**src/rtl/rom_access_arbiter_pkg.sv**
```systemverilog
// Shared types and constants for the ROM access arbiter.
package rom_access_arbiter_pkg;

  typedef enum logic [2:0] {
    RESYNC,
    IDLE,
    ISSUE,
    WAIT,
    DONE
  } state_t;

  localparam logic        RESP_ID_FETCH = 1'b0;
  localparam logic        RESP_ID_LOAD  = 1'b1;
  localparam logic [31:0] ERR_DATA      = 32'hFFFF_FFFF;

endpackage

```
**src/rtl/sync_2phase.sv**
```systemverilog
// Multi-flop synchronizer for the asynchronous two-phase ROM ack; resets to 0.
module sync_2phase #(
  parameter int STAGES = 2
) (
  input  logic clk,
  input  logic rst_n,
  input  logic d,
  output logic q
);

  logic [STAGES-1:0] sr_p0;

  always_ff @(posedge clk) begin
    if (!rst_n) sr_p0 <= '0;
    else        sr_p0 <= {sr_p0[STAGES-2:0], d};
  end

  assign q = sr_p0[STAGES-1];

endmodule

```
**src/rtl/rom_access_arbiter.sv**
```systemverilog
// Round-robin arbiter sharing a byte-wide two-phase ROM between fetch and load,
// assembling 1 or 4 bytes little-endian into a 32-bit response.
module rom_access_arbiter
  import rom_access_arbiter_pkg::*;
#(
  parameter int SYNC_STAGES    = 2,
  parameter int TIMEOUT_CYCLES = 255
) (
  input  logic        clk,
  input  logic        rst_n,
  input  logic        f_req,
  input  logic [31:0] f_addr,
  output logic        f_gnt,
  input  logic        l_req,
  input  logic [31:0] l_addr,
  input  logic        l_byte,
  output logic        l_gnt,
  output logic        resp_valid,
  output logic        resp_id,
  output logic [31:0] resp_data,
  output logic        resp_err,
  output logic        busy,
  output logic [31:0] rom_addr,
  output logic        rom_trigger,
  input  logic [7:0]  rom_data,
  input  logic        rom_ready
);

  localparam logic [7:0] TMO_LAST = 8'(TIMEOUT_CYCLES - 1);
  localparam logic [7:0] SETTLE   = 8'(SYNC_STAGES);

  state_t      state, state_nx;
  logic        rdy_s;
  logic        match;
  logic        settled;
  logic [7:0]  tcnt;
  logic [1:0]  k;
  logic        is_byte;
  logic        cur_id;
  logic        last_l;
  logic        err;
  logic [31:0] base;
  logic [31:0] asm_q;

  sync_2phase #(.STAGES(SYNC_STAGES)) u_sync (
    .clk   (clk),
    .rst_n (rst_n),
    .d     (rom_ready),
    .q     (rdy_s)
  );

  assign match = (rdy_s == rom_trigger);
  // After reset the synchronizer holds 0, not the real ack level, until it refills.
  assign settled = (tcnt >= SETTLE);

  always_comb begin
    state_nx = state;
    f_gnt    = 1'b0;
    l_gnt    = 1'b0;
    case (state)
      RESYNC: if (settled && (match || tcnt >= TMO_LAST)) state_nx = IDLE;
      IDLE: begin
        if (f_req && (!l_req || last_l)) begin
          f_gnt    = 1'b1;
          state_nx = ISSUE;
        end else if (l_req) begin
          l_gnt    = 1'b1;
          state_nx = ISSUE;
        end
      end
      ISSUE: state_nx = WAIT;
      WAIT: begin
        if (match)                 state_nx = (is_byte || k == 2'd3) ? DONE : ISSUE;
        else if (tcnt == TMO_LAST) state_nx = DONE;
      end
      DONE:    state_nx = err ? RESYNC : IDLE;
      default: state_nx = RESYNC;
    endcase
  end

  always_ff @(posedge clk) begin
    if (!rst_n) begin
      state       <= RESYNC;
      tcnt        <= '0;
      k           <= '0;
      is_byte     <= 1'b0;
      cur_id      <= RESP_ID_FETCH;
      last_l      <= 1'b1;
      err         <= 1'b0;
      rom_addr    <= '0;
      rom_trigger <= 1'b0;
    end else begin
      state <= state_nx;
      case (state)
        RESYNC: begin
          tcnt <= tcnt + 8'd1;
          if (settled && !match && tcnt >= TMO_LAST) rom_trigger <= rdy_s;
        end
        IDLE: begin
          tcnt <= '0;
          k    <= '0;
          err  <= 1'b0;
          if (f_gnt) begin
            is_byte <= 1'b0;
            cur_id  <= RESP_ID_FETCH;
            last_l  <= 1'b0;
          end else if (l_gnt) begin
            is_byte <= l_byte;
            cur_id  <= RESP_ID_LOAD;
            last_l  <= 1'b1;
          end
        end
        ISSUE: begin
          tcnt        <= '0;
          rom_addr    <= base + {30'd0, k};
          rom_trigger <= ~rom_trigger;
        end
        WAIT: begin
          tcnt <= tcnt + 8'd1;
          if (match)                 k   <= k + 2'd1;
          else if (tcnt == TMO_LAST) err <= 1'b1;
        end
        DONE:    tcnt <= '0;
        default: ;
      endcase
    end
  end

  // Byte assembly; only meaningful between grant and DONE, so no reset.
  always_ff @(posedge clk) begin
    if (state == IDLE) begin
      base  <= l_gnt ? l_addr : f_addr;
      asm_q <= '0;
    end else if (state == WAIT && match) begin
      asm_q[{k, 3'b000} +: 8] <= rom_data;
    end
  end

  assign busy       = (state != IDLE);
  assign resp_valid = (state == DONE);
  assign resp_id    = resp_valid & cur_id;
  assign resp_err   = resp_valid & err;
  assign resp_data  = !resp_valid ? 32'd0 : (err ? ERR_DATA : asm_q);

endmodule

```
**config.mk**
```make
export PLATFORM = sky130hd
export DESIGN_NAME = rom_access_arbiter
export DESIGN_NICKNAME = d
export VERILOG_FILES = /design/src/rtl/rom_access_arbiter_pkg.sv /design/src/rtl/sync_2phase.sv /design/src/rtl/rom_access_arbiter.sv
export SDC_FILE = /design/constraint.sdc
export NUM_CORES = 1
export LEC_CHECK = 0
export ABC_AREA = 1
export CAP_MARGIN = 20
export CELL_PAD_IN_SITES_DETAIL_PLACEMENT = 1
export CELL_PAD_IN_SITES_GLOBAL_PLACEMENT = 1
export CORE_AREA = 3 3 149 151
export CTS_BUF_LIST = sky130_fd_sc_hd__clkbuf_4 sky130_fd_sc_hd__clkbuf_8 sky130_fd_sc_hd__clkbuf_16
export DETAILED_ROUTE_END_ITERATION = 6
export DIE_AREA = 0 0 152 154
export PLACE_DENSITY_LB_ADDON = 0.1
export SLEW_MARGIN = 20
export SYNTH_ARGS = -nofsm -noshare
export SYNTH_HDL_FRONTEND = slang
export SYNTH_SLANG_ARGS = --single-unit
```
**constraint.sdc**
```tcl
create_clock -name clk -period 2.5 [get_ports clk]
set_input_delay 0.25 -clock clk [delete_from_list [all_inputs] [get_ports clk]]
set_output_delay 0.25 -clock clk [all_outputs]
set_load 0.01 [all_outputs]
```
==> results of run 1 <==
[through the flow]
step	setup WS [ps]	area (um^2)	total power, mW	hold WS (ps)
floorplan	678	6290	3.82	348
global placement	447	8050	4.65	394
detailed placement	409	8050	4.67	406
CTS	170	8740	7.61	374
global route	74.1	8740	7.97	385
finish	205	8740	7.52	392
[metal layers]
metal	track usage (%)	share of wire [%]	up-vias
li1	-	-	3186
met2	25.7	42	139
met1	23.9	50	2826
met5	0	0	-
met4	5.27	1.5	0
met3	5.04	6.2	20
[critical path, cell delays in order (launching register included)]
cell             delay [ps]
dfxtp_1                 350
nor2_2                  210
nand2_1                  70
buf_4                   250
a21oi_1                 180
clkdlybuf4s50_1         560
[registers in the layout (all words and copies together) (netlist names), 2 cells and up]
register	flops
asm_q	32
base	32
k	2
rom_addr	32
state	3
tcnt	8
u_sync.sr_p0	2
[power by group]
| group | internal (mW) | total [mW] | switching [mW] |
|---|---|---|---|
| Combinational | 0.779 | 1.93 | 1.16 |
| Clock | 1.98 | 2.89 | 0.913 |
| Sequential | 2.34 | 2.69 | 0.353 |
| Total | 5.10 | 7.52 | 2.42 |
[logic make-up (layout without fill, tap and decap cells)]
group | after synthesis | after routing | share of synthesized area, %
compound gates | 134 | 134 | 11.0
simple gates | 497 | 497 | 33.6
buf+inv | 144 | 309 | 9.85
fa+ha+maj | 11 | 11 | 2.31
xor+xnor | 8 | 8 | 1.23
flops | 116 | 116 | 42.0
[layout make-up]
class,count,share of cell area [%]
Multi-Input combinational cell,650,34.6
Sequential cell,116,30.2
Timing Repair Buffer,162,18.3
Inverter,115,5.05
Clock buffer,18,4.95
Tap cell,275,3.94
Clock inverter,14,2.95
[Yosys cell counts (11+ instances only)]
library cell  count
nand2_1         248
nor2_1          155
inv_1           102
dfxtp_1          84
a21oi_1          70
nand3_1          44
o21ai_0          44
edfxtp_1         32
nand3b_1         11
o21ai_1          11
[worst max path at each step]
stage	from	to	depth (start not counted)
2_1_floorplan	k[0]	rom_addr[30]	11
3_3_place_gp	l_req	l_gnt	6
3_5_place_dp	l_req	l_gnt	6
4_1_cts	state[0]	resp_data[24]	5
5_1_grt	state[0]	resp_data[24]	5
6_report	state[0]	resp_data[16]	5
==> impl_metrics.json, run 1 <==
{
  "rsz_0062_raised_after_global_routing": "false",
  "number_of_nets_in_the_layout": 1151,
  "finalMaxSlewViolations": 0,
  "dp.cells": 1318,
  "min_to": "u_sync.sr_p0[0]",
  "detail_route.first_pass.iterations": 4,
  "grtUsageTotal_pct": 17.1,
  "drt_wl_total_um": 20100,
  "starting_drc_count_in_detailed_routing": 249,
  "area_used_by_multi_input_combinational_logic_um2": 3030,
  "setup_tns_ps": 0,
  "fin_cells": 1350,
  "tritoncts": "done",
  "vdd.ir_drop.worst_v": 0.000444,
  "clk_pin_slew_ps": 60,
  "outcome": "complete, no violations",
  "timing.final.setup_violations": 0,
  "yosys.area.top_type": "dfxtp_1",
  "most_frequent_cells_in_the_layout": "nand2_1 (248), nor2_1 (155), clkdlybuf4s50_1 (148)",
  "timing.reg2reg.setup_slack_ps": 490,
  "die_w_um": 152,
  "antenna_cells": 0,
  "post_synth_instance_area_um2": 6290,
  "layout-drive-gt1-share_pct": 7.35,
  "dr_total_vias": 6171,
  "number_of_enable_flip_flop_cells_after_synthesis": 32,
  "cap_viol_max_count": 0,
  "initial_core_utilization_pct": 30.0,
  "area.sequential_um2": 2640,
  "worst_clock_skew_ps": 9.34,
  "gp_routability_congestion": 0.800,
  "holdPathStages": 3,
  "regToRegStartpoint": "k[0]",
  "power_per_cell_area_nw_per_um2": 860,
  "die_y_um": 154,
  "synth_async_sr_flop_share_pct": 0,
  "synth.top_cells.by_area": "dfxtp_1 (27%), edfxtp_1 (15%), nand2_1 (15%)",
  "num_rows": 53,
  "core_area_um2": 21000,
  "holdBufCountCts": 0,
  "cp-end-kind": "output port",
  "synth.yosys.seq_area_share_pct": 42.0,
  "worstMarginPinSlew_ps": 581,
  "utilization_pct": 41.7,
  "layout_worst_path_cycle_share_pct": 91.8,
  "grt_remaining_overflow": 0,
  "via_per_inst": 4.57,
  "synthesis.yosys.warnings": 0,
  "cts.repair.resized": 0,
  "post_drt_wl_per_cell_um": 14.9,
  "timing.slew.headroom_pct": 61.2,
  "dpl.hpwl_um": 15200,
  "clock_network_latency_to_the_later_pin_of_the_worst_skew_pair_ps": 420,
  "antenna_found_initial": 0,
  "syn_inst": 910,
  "synthesis.nets": 999,
  "crit_path_start_kind": "register",
  "synth_top_area_share_pct": 26.7,
  "synth_ff_type": "dfxtp_1",
  "arrival_time_at_the_worst_endpoint_ps": 2050,
  "h-tree-depth": 4,
  "final-hold-violation-count": 0,
  "area_delta_synth_final_pct": 39.1,
  "crit_fanout": 36,
  "cts_root_buf": "clkbuf_16",
  "remaining_drc_errors": 0,
  "fin_crit_ps": 2300,
  "final_common_cell": "nand2_1",
  "max-clock-path-buffers": 2,
  "grt_start_max_net_pins": 37,
  "postRouteAntennaNets": 0,
  "placement.io_buffers": 148,
  "timing.hold.worst.start": "rom_ready",
  "reg2reg_depth": 8,
  "fmax_mhz": 436,
  "cts_inserted_buffers": 17,
  "worstSetupPathType": "reg -> out",
  "die-area_um2": 23400,
  "global_route_wire_length_before_repair_um": 32400,
  "synth_area_per_cell_um2": 6.91,
  "worst-endpoint-required_ps": 2250,
  "pin_count": 149,
  "ys_seq_elements": 116,
  "cts_sinks": 116,
  "cts_setup_buffers": 0,
  "via_count_of_the_first_global_routing_pass": 6183,
  "power.static_leakage_nw": 3.67,
  "yosysUniqueCellTypes": 40,
  "fillCellCount": 2642,
  "reg2reg_end": "rom_addr[8]",
  "min-delay-path-class": "in -> reg"
}
(Power assumes the default switching activity.)
==> inputs of run 2 (changes only) <==
- CORE_AREA: 3 3 149 151 -> 3 3 150 152
- DIE_AREA: 0 0 152 154 -> 0 0 153 155
- SETUP_SLACK_MARGIN: unset -> 0.05
- SYNTH_HIERARCHICAL: unset -> 1
==> run 2 against run 1 <==
  * Clock skew decreased by 2.2 ps
  * Synthesized area increased by 0.44%
  * Global-route usage about the same
  * Register-to-register slack got worse by 150 ps
  * Synthesized cell count increased by 1.2%
  * Setup slack got worse by 34 ps
  * Clock power decreased by 6%
  * First-iteration DRC count decreased by 14%
  * Wire length increased by 0.49%
  * Fmax decreased by 1.4%
  * Die area increased by 1.3%
  * Critical path depth decreased by 1
  * Largest power group is now registers
  * Highest routed layer unchanged
==> impl_metrics.json, run 2 <==
{
  "outcome": "complete, no violations",
  "fin_ws_ps": 171,
  "synth_area_per_cell_um2": 6.86,
  "finalMaxSlewViolations": 0,
  "number_of_nets_in_the_layout": 1155,
  "grt_start_max_net_pins": 37,
  "synthesis.nets": 1010,
  "synth.top_cells.by_area": "dfxtp_1 (27%), nand2_1 (16%), edfxtp_1 (15%)",
  "min_to": "u_sync/sr_p0[0]",
  "h-tree-depth": 4,
  "cp_top_family": "buffers and inverters",
  "die_y_um": 155,
  "syn_inst": 921,
  "drt_wl_total_um": 20200,
  "top_regs": "asm_q: 32 flops, base: 32 flops, rom_addr: 32 flops",
  "tritoncts": "done",
  "starting_drc_count_in_detailed_routing": 213,
  "fin_crit_ps": 2330,
  "power.static_leakage_nw": 3.73,
  "cts_root_buf": "clkbuf_16",
  "pin_count": 149,
  "antenna_cells": 0,
  "holdPathStages": 3,
  "rsz_0062_raised_after_global_routing": "true",
  "antenna_found_initial": 0,
  "worst-endpoint-required_ps": 2250,
  "worstMarginPinSlew_ps": 492,
  "placement.io_buffers": 148,
  "crit_path_start_kind": "register",
  "postRouteAntennaNets": 0,
  "critPathSlowestCell": "clkdlybuf4s50_1",
  "synthesis.yosys.warnings": 6,
  "initial_core_utilization_pct": 29.9,
  "synth_ff_type": "dfxtp_1",
  "timing.slew.headroom_pct": 67.1,
  "setup_tns_ps": 0,
  "critical_path.cell_chain": "inv_2 > nand3_1 > buf_6 > clkdlybuf4s50_1",
  "num_rows": 53,
  "global_route_wire_length_before_repair_um": 32600,
  "power_per_cell_area_nw_per_um2": 892,
  "post_drt_wl_per_cell_um": 14.9,
  "crit_fanout": 36,
  "min-delay-path-class": "in -> reg",
  "synth_top_area_share_pct": 26.6,
  "yosys.area.top_type": "dfxtp_1",
  "gp_routability_congestion": 0.830,
  "detail_route.first_pass.iterations": 4,
  "synth.yosys.seq_area_share_pct": 41.8,
  "regToRegStartpoint": "k[1]",
  "reg2reg_end": "rom_addr[30]",
  "post-synth-top-count-cell": "nand2_1",
  "grtUsageTotal_pct": 17.1,
  "most_frequent_cells_in_the_layout": "nand2_1 (264), clkdlybuf4s50_1 (148), nor2_1 (145)",
  "max-clock-path-buffers": 2,
  "slowest_delay_ps": 580,
  "die_w_um": 153,
  "remaining_drc_errors": 0,
  "area_delta_synth_final_pct": 38.4,
  "final_common_cell": "nand2_1",
  "die-area_um2": 23700,
  "fmax_mhz": 429,
  "dr_total_vias": 6131,
  "core_area_um2": 21200,
  "yosysUniqueCellTypes": 40,
  "worst_clock_skew_ps": 7.14,
  "clk_pin_slew_ps": 60,
  "arrival_time_at_the_worst_endpoint_ps": 2080,
  "synth_async_sr_flop_share_pct": 0,
  "yosys-top-cells-count": "nand2_1 (264), nor2_1 (146), inv_1 (114), dfxtp_1 (84), a21oi_1 (64)",
  "number_of_enable_flip_flop_cells_after_synthesis": 32,
  "cap_viol_max_count": 0,
  "dpl.hpwl_um": 15300,
  "ys_seq_elements": 116,
  "cts_sinks": 116,
  "via_per_inst": 4.53,
  "vdd.ir_drop.worst_v": 0.000510,
  "layout_worst_path_cycle_share_pct": 93.2,
  "timing.final.setup_violations": 0,
  "post_synth_instance_area_um2": 6310,
  "cp-end-kind": "output port",
  "critical_path_buf_inv_count": 3,
  "final-hold-violation-count": 0,
  "via_count_of_the_first_global_routing_pass": 6165,
  "clock_network_latency_to_the_later_pin_of_the_worst_skew_pair_ps": 420,
  "cts_inserted_buffers": 17,
  "timing.reg2reg.setup_slack_ps": 340,
  "timing.hold.worst.start": "rom_ready",
  "worstSetupPathType": "reg -> out",
  "dp_slack_ps": 233,
  "reg2reg_depth": 10,
  "layout-drive-gt1-share_pct": 6.30,
  "grt_remaining_overflow": 0,
  "fillCellCount": 2652
}
run 2: changes by cell type in the layout (fill, tap and decap cells not counted), sizes merged, moves of 5 or more:
| cell | before | now |
|---|---|---|
| nand2 | 257 | 272 |
| o21ai | 56 | 46 |
| nor3 | 10 | 16 |
| o211a | 0 | 5 |
| a21oi | 70 | 65 |
| inv | 113 | 120 |
| nor2 | 165 | 152 |
| clkbuf | 18 | 23 |
run 2: worst reg2reg max path, cell delays in order (launching register included):
cell,delay [ps]
dfxtp_1,420
inv_1,160
fa_1,510
nor2_4,220
nand3_2,200
nor2_1,230
nand2_1,80
nand2_1,60
nand3_1,60
nand2_1,80
inv_1,30
run 2: routing by layer:
metal  share of wire (%)  wire length [um]  global-route usage (%)  vias to the layer above
met5                   0                 0                       0                        -
met4                 1.2               246                    5.01                        0
met3                 5.5              1110                    4.31                       20
met2                  41              8240                    24.6                      152
met1                  52             10600                    25.4                     2771
li1                    -                 -                       -                     3188
run 2: final cells by class:
cell class | count | area [um^2] | area share, %
clock buffers | 23 | 531 | 6.07
clock inverters | 9 | 136 | 1.56
multi-input cells | 651 | 3020 | 34.6
repair buffers | 160 | 1600 | 18.4
flip-flops and latches | 116 | 2640 | 30.2
inverters | 120 | 455 | 5.21
well taps | 275 | 344 | 3.94
run 2: timing repair:
action | in CTS | in global routing
hold buffers | 0 | 0
resized for setup | 1 | 2
buffers inserted | 0 | 0
cloned | 0 | 0
setup endpoints to repair | 1 | 5
run 2: worst max-delay path by stage:
stage,from,end,slack [ps],cells past startpoint
floorplan,state[2],base[23],260,10
global placement,l_req,l_gnt,270,6
detailed placement,l_req,base[31],230,9
CTS,state[2],busy,50,4
global route,state[2],busy,40,4
finish,state[2],busy,170,4
run 2: logic make-up after synthesis:
family	after synthesis	share of synthesized area (%)
AO/OA/AOI/OAI	127	10.9
XOR/XNOR	9	1.25
adder cells (fa/ha/maj)	11	2.30
buffers and inverters	154	10.3
flip-flops	116	41.8
AND/OR/NAND/NOR	504	33.4
run 2: power breakdown:
group | internal, mW | total (mW) | switching (mW)
sequential | 2.41 | 2.75 | 0.336
combinational | 0.937 | 2.33 | 1.40
clock | 1.80 | 2.72 | 0.918
run 2: metrics by stage:
stage | cell area [um^2] | instances | hold slack (ps) | utilization, % | total power, mW
2_1_floorplan | 6310 | 921 | 343 | - | 4.14
5_1_grt | 8740 | 1354 | 381 | 41.3 | 8.32
3_3_place_gp | 8060 | 1322 | 401 | 38.1 | 5.11
6_report | 8740 | 1354 | 353 | 41.3 | 7.80
4_1_cts | 8730 | 1354 | 337 | 41.3 | 7.90
3_5_place_dp | 8060 | 1322 | 401 | 38.1 | 5.14
==> inputs of run 3 (changes only) <==
- clock period: 2.5 -> 2.01 ns (I/O delays scaled with it)
==> run 3 against run 2 <==
  * Global-route usage is 0.44 points higher
  * Critical endpoint is now asm_q[5]
  * Clock power grew 12%
  * Register-to-register slack lost 200 ps
  * Sequential share of layout area down 0.35 points
  * Die area unchanged
  * Largest power group unchanged
  * Combinational power grew 29%
  * Final cell count rose by 1.6%
  * Worst hold slack got worse by 37 ps
  * Wire length is 2.3% higher
  * Largest cell class unchanged
  * Power increased by 22%
==> impl_metrics.json, run 3 (same netlist as run 2, synthesis figures left out) <==
{
  "worst_clock_skew_ps": 10.3,
  "critPathSlowestCell": "nand3b_1",
  "timing.final.setup_violations": 0,
  "fin_crit_ps": 1870,
  "placement.io_buffers": 148,
  "layout_worst_path_cycle_share_pct": 92.9,
  "min_to": "u_sync/sr_p0[0]",
  "fin_ws_ps": 143,
  "rsz_0062_raised_after_global_routing": "true",
  "regToRegStartpoint": "k[0]",
  "area_delta_synth_final_pct": 40.3,
  "post_drt_wl_per_cell_um": 15.0,
  "outcome": "complete, no violations",
  "remaining_drc_errors": 0,
  "slowest_delay_ps": 360,
  "final_common_cell": "nand2_1",
  "worst-endpoint-required_ps": 2350,
  "clk_pin_slew_ps": 60,
  "finalMaxSlewViolations": 0,
  "finalInstanceArea_um2": 8860,
  "dp.cells": 1342,
  "cap_viol_max_count": 0,
  "arrival_time_at_the_worst_endpoint_ps": 2210,
  "timing.reg2reg.setup_slack_ps": 140,
  "detail_route.first_pass.iterations": 4,
  "cp_top_family": "simple AND/OR/NAND/NOR gates",
  "initial_core_utilization_pct": 29.9,
  "antenna_found_initial": 0,
  "core_area_um2": 21200,
  "timing.hold.worst.start": "rom_ready",
  "crit_fanout": 16,
  "clock_network_latency_to_the_later_pin_of_the_worst_skew_pair_ps": 410,
  "layout-drive-gt1-share_pct": 9.54,
  "grt_remaining_overflow": 0,
  "cts_sinks": 116,
  "postRouteAntennaNets": 0,
  "crit_path_start_kind": "register",
  "worstSetupPathType": "reg -> reg",
  "number_of_nets_in_the_layout": 1177,
  "max-clock-path-buffers": 2,
  "holdBufCountCts": 0,
  "final-hold-violation-count": 0,
  "reg2reg_end": "asm_q[5]",
  "global_route_wire_length_before_repair_um": 33500,
  "critical_path.cell_chain": "buf_4 > inv_1 > ha_1 > nand3b_1 > nor2_1 > o21ai_0 > a21oi_1",
  "min-delay-path-class": "in -> reg",
  "gp_routability_congestion": 0.839,
  "cts_root_buf": "clkbuf_16",
  "timing.slew.headroom_pct": 69.7,
  "holdPathStages": 3,
  "power.static_leakage_nw": 4.01,
  "die_y_um": 155,
  "via_per_inst": 4.58,
  "cp-end-kind": "register",
  "vdd.ir_drop.worst_v": 0.000501,
  "fmax_mhz": 536,
  "most_frequent_cells_in_the_layout": "nand2_1 (262), nor2_1 (142), inv_1 (112)",
  "cts_inserted_buffers": 17,
  "dp_slack_ps": -61.2,
  "dpl.hpwl_um": 15800,
  "grtUsageTotal_pct": 17.6,
  "tritoncts": "done",
  "num_rows": 53,
  "dpl-instance-area_um2": 8220,
  "h-tree-depth": 4,
  "drt_wl_total_um": 20600,
  "grt_start_max_net_pins": 38,
  "die-area_um2": 23700,
  "pin_count": 149,
  "top_regs": "asm_q: 32 flops, base: 32 flops, rom_addr: 32 flops",
  "worstMarginPinSlew_ps": 455,
  "reg2reg_depth": 7,
  "dr_total_vias": 6305,
  "starting_drc_count_in_detailed_routing": 159,
  "antenna_cells": 0,
  "die_w_um": 153,
  "critical_path_buf_inv_count": 2,
  "fin_cells": 1376,
  "via_count_of_the_first_global_routing_pass": 6428,
  "power_per_cell_area_nw_per_um2": 1070,
  "setup_tns_ps": 0
}
## run 3: cell types whose count changed in the layout (fill, tap and decap cells not counted), sizes merged
cell,delta
clkinv,+3
clkdlybuf4s15,+1
inv,-2
clkdlybuf4s50,-38
dlymetal6s2s,+2
buf,+22
dlygate4sd2,+35
bufinv,-1
## run 3: metal layers
| layer | track usage [%] | vias up | part of all wire (%) |
|---|---|---|---|
| li1 | - | 3243 | - |
| met1 | 25.5 | 2913 | 51 |
| met2 | 26.5 | 143 | 43 |
| met3 | 3.95 | 6 | 5.3 |
| met4 | 4.58 | 0 | 0.49 |
| met5 | 0 | - | 0 |
## run 3: worst max-delay path by stage
| stage | startpoint | to | slack [ps] | cells after the start |
|---|---|---|---|---|
| 3_3_place_gp | l_req | l_gnt | -4 | 7 |
| 4_1_cts | k[0] | rom_addr[18] | 50 | 10 |
| 3_5_place_dp | l_req | base[10] | -60 | 10 |
| 5_1_grt | k[0] | asm_q[5] | -10 | 7 |
| 6_report | k[0] | asm_q[5] | 140 | 7 |
| 2_1_floorplan | state[2] | base[22] | 70 | 9 |
## run 3: cell type report
cell class / instances / area [um^2]
Tap cell: 275 / 344
Sequential cell: 116 / 2650
Clock buffer: 23 / 500
Fill cell: 2654 / 12300
Clock inverter: 9 / 101
Multi-Input combinational cell: 651 / 3080
Timing Repair Buffer: 182 / 1720
Inverter: 120 / 459
## run 3: timing repair
item	CTS	global route
endpoints found under the setup margin	40	28
resized for setup	44	15
setup buffers	1	1
pin swaps	1	1
## run 3: power by group
| part | internal (mW) | switching (mW) |
|---|---|---|
| Combinational | 1.23 | 1.77 |
| Sequential | 3.00 | 0.437 |
| Clock | 2.00 | 1.07 |
| Total | 6.23 | 3.27 |
## run 3: tightest hold or removal path: stages
cell	delay [ps]
clkdlybuf4s50_1	400
nand2_1	60
inv_1	30
## run 3: metrics by stage
step                total power, mW  hold slack [ps]  utilization, %
floorplan                      5.16              294               -
global placement               6.46              414            38.9
detailed placement             6.50              412            38.9
CTS                            9.65              300            41.6
global route                   10.2              327            41.9
finish                         9.51              316            41.9
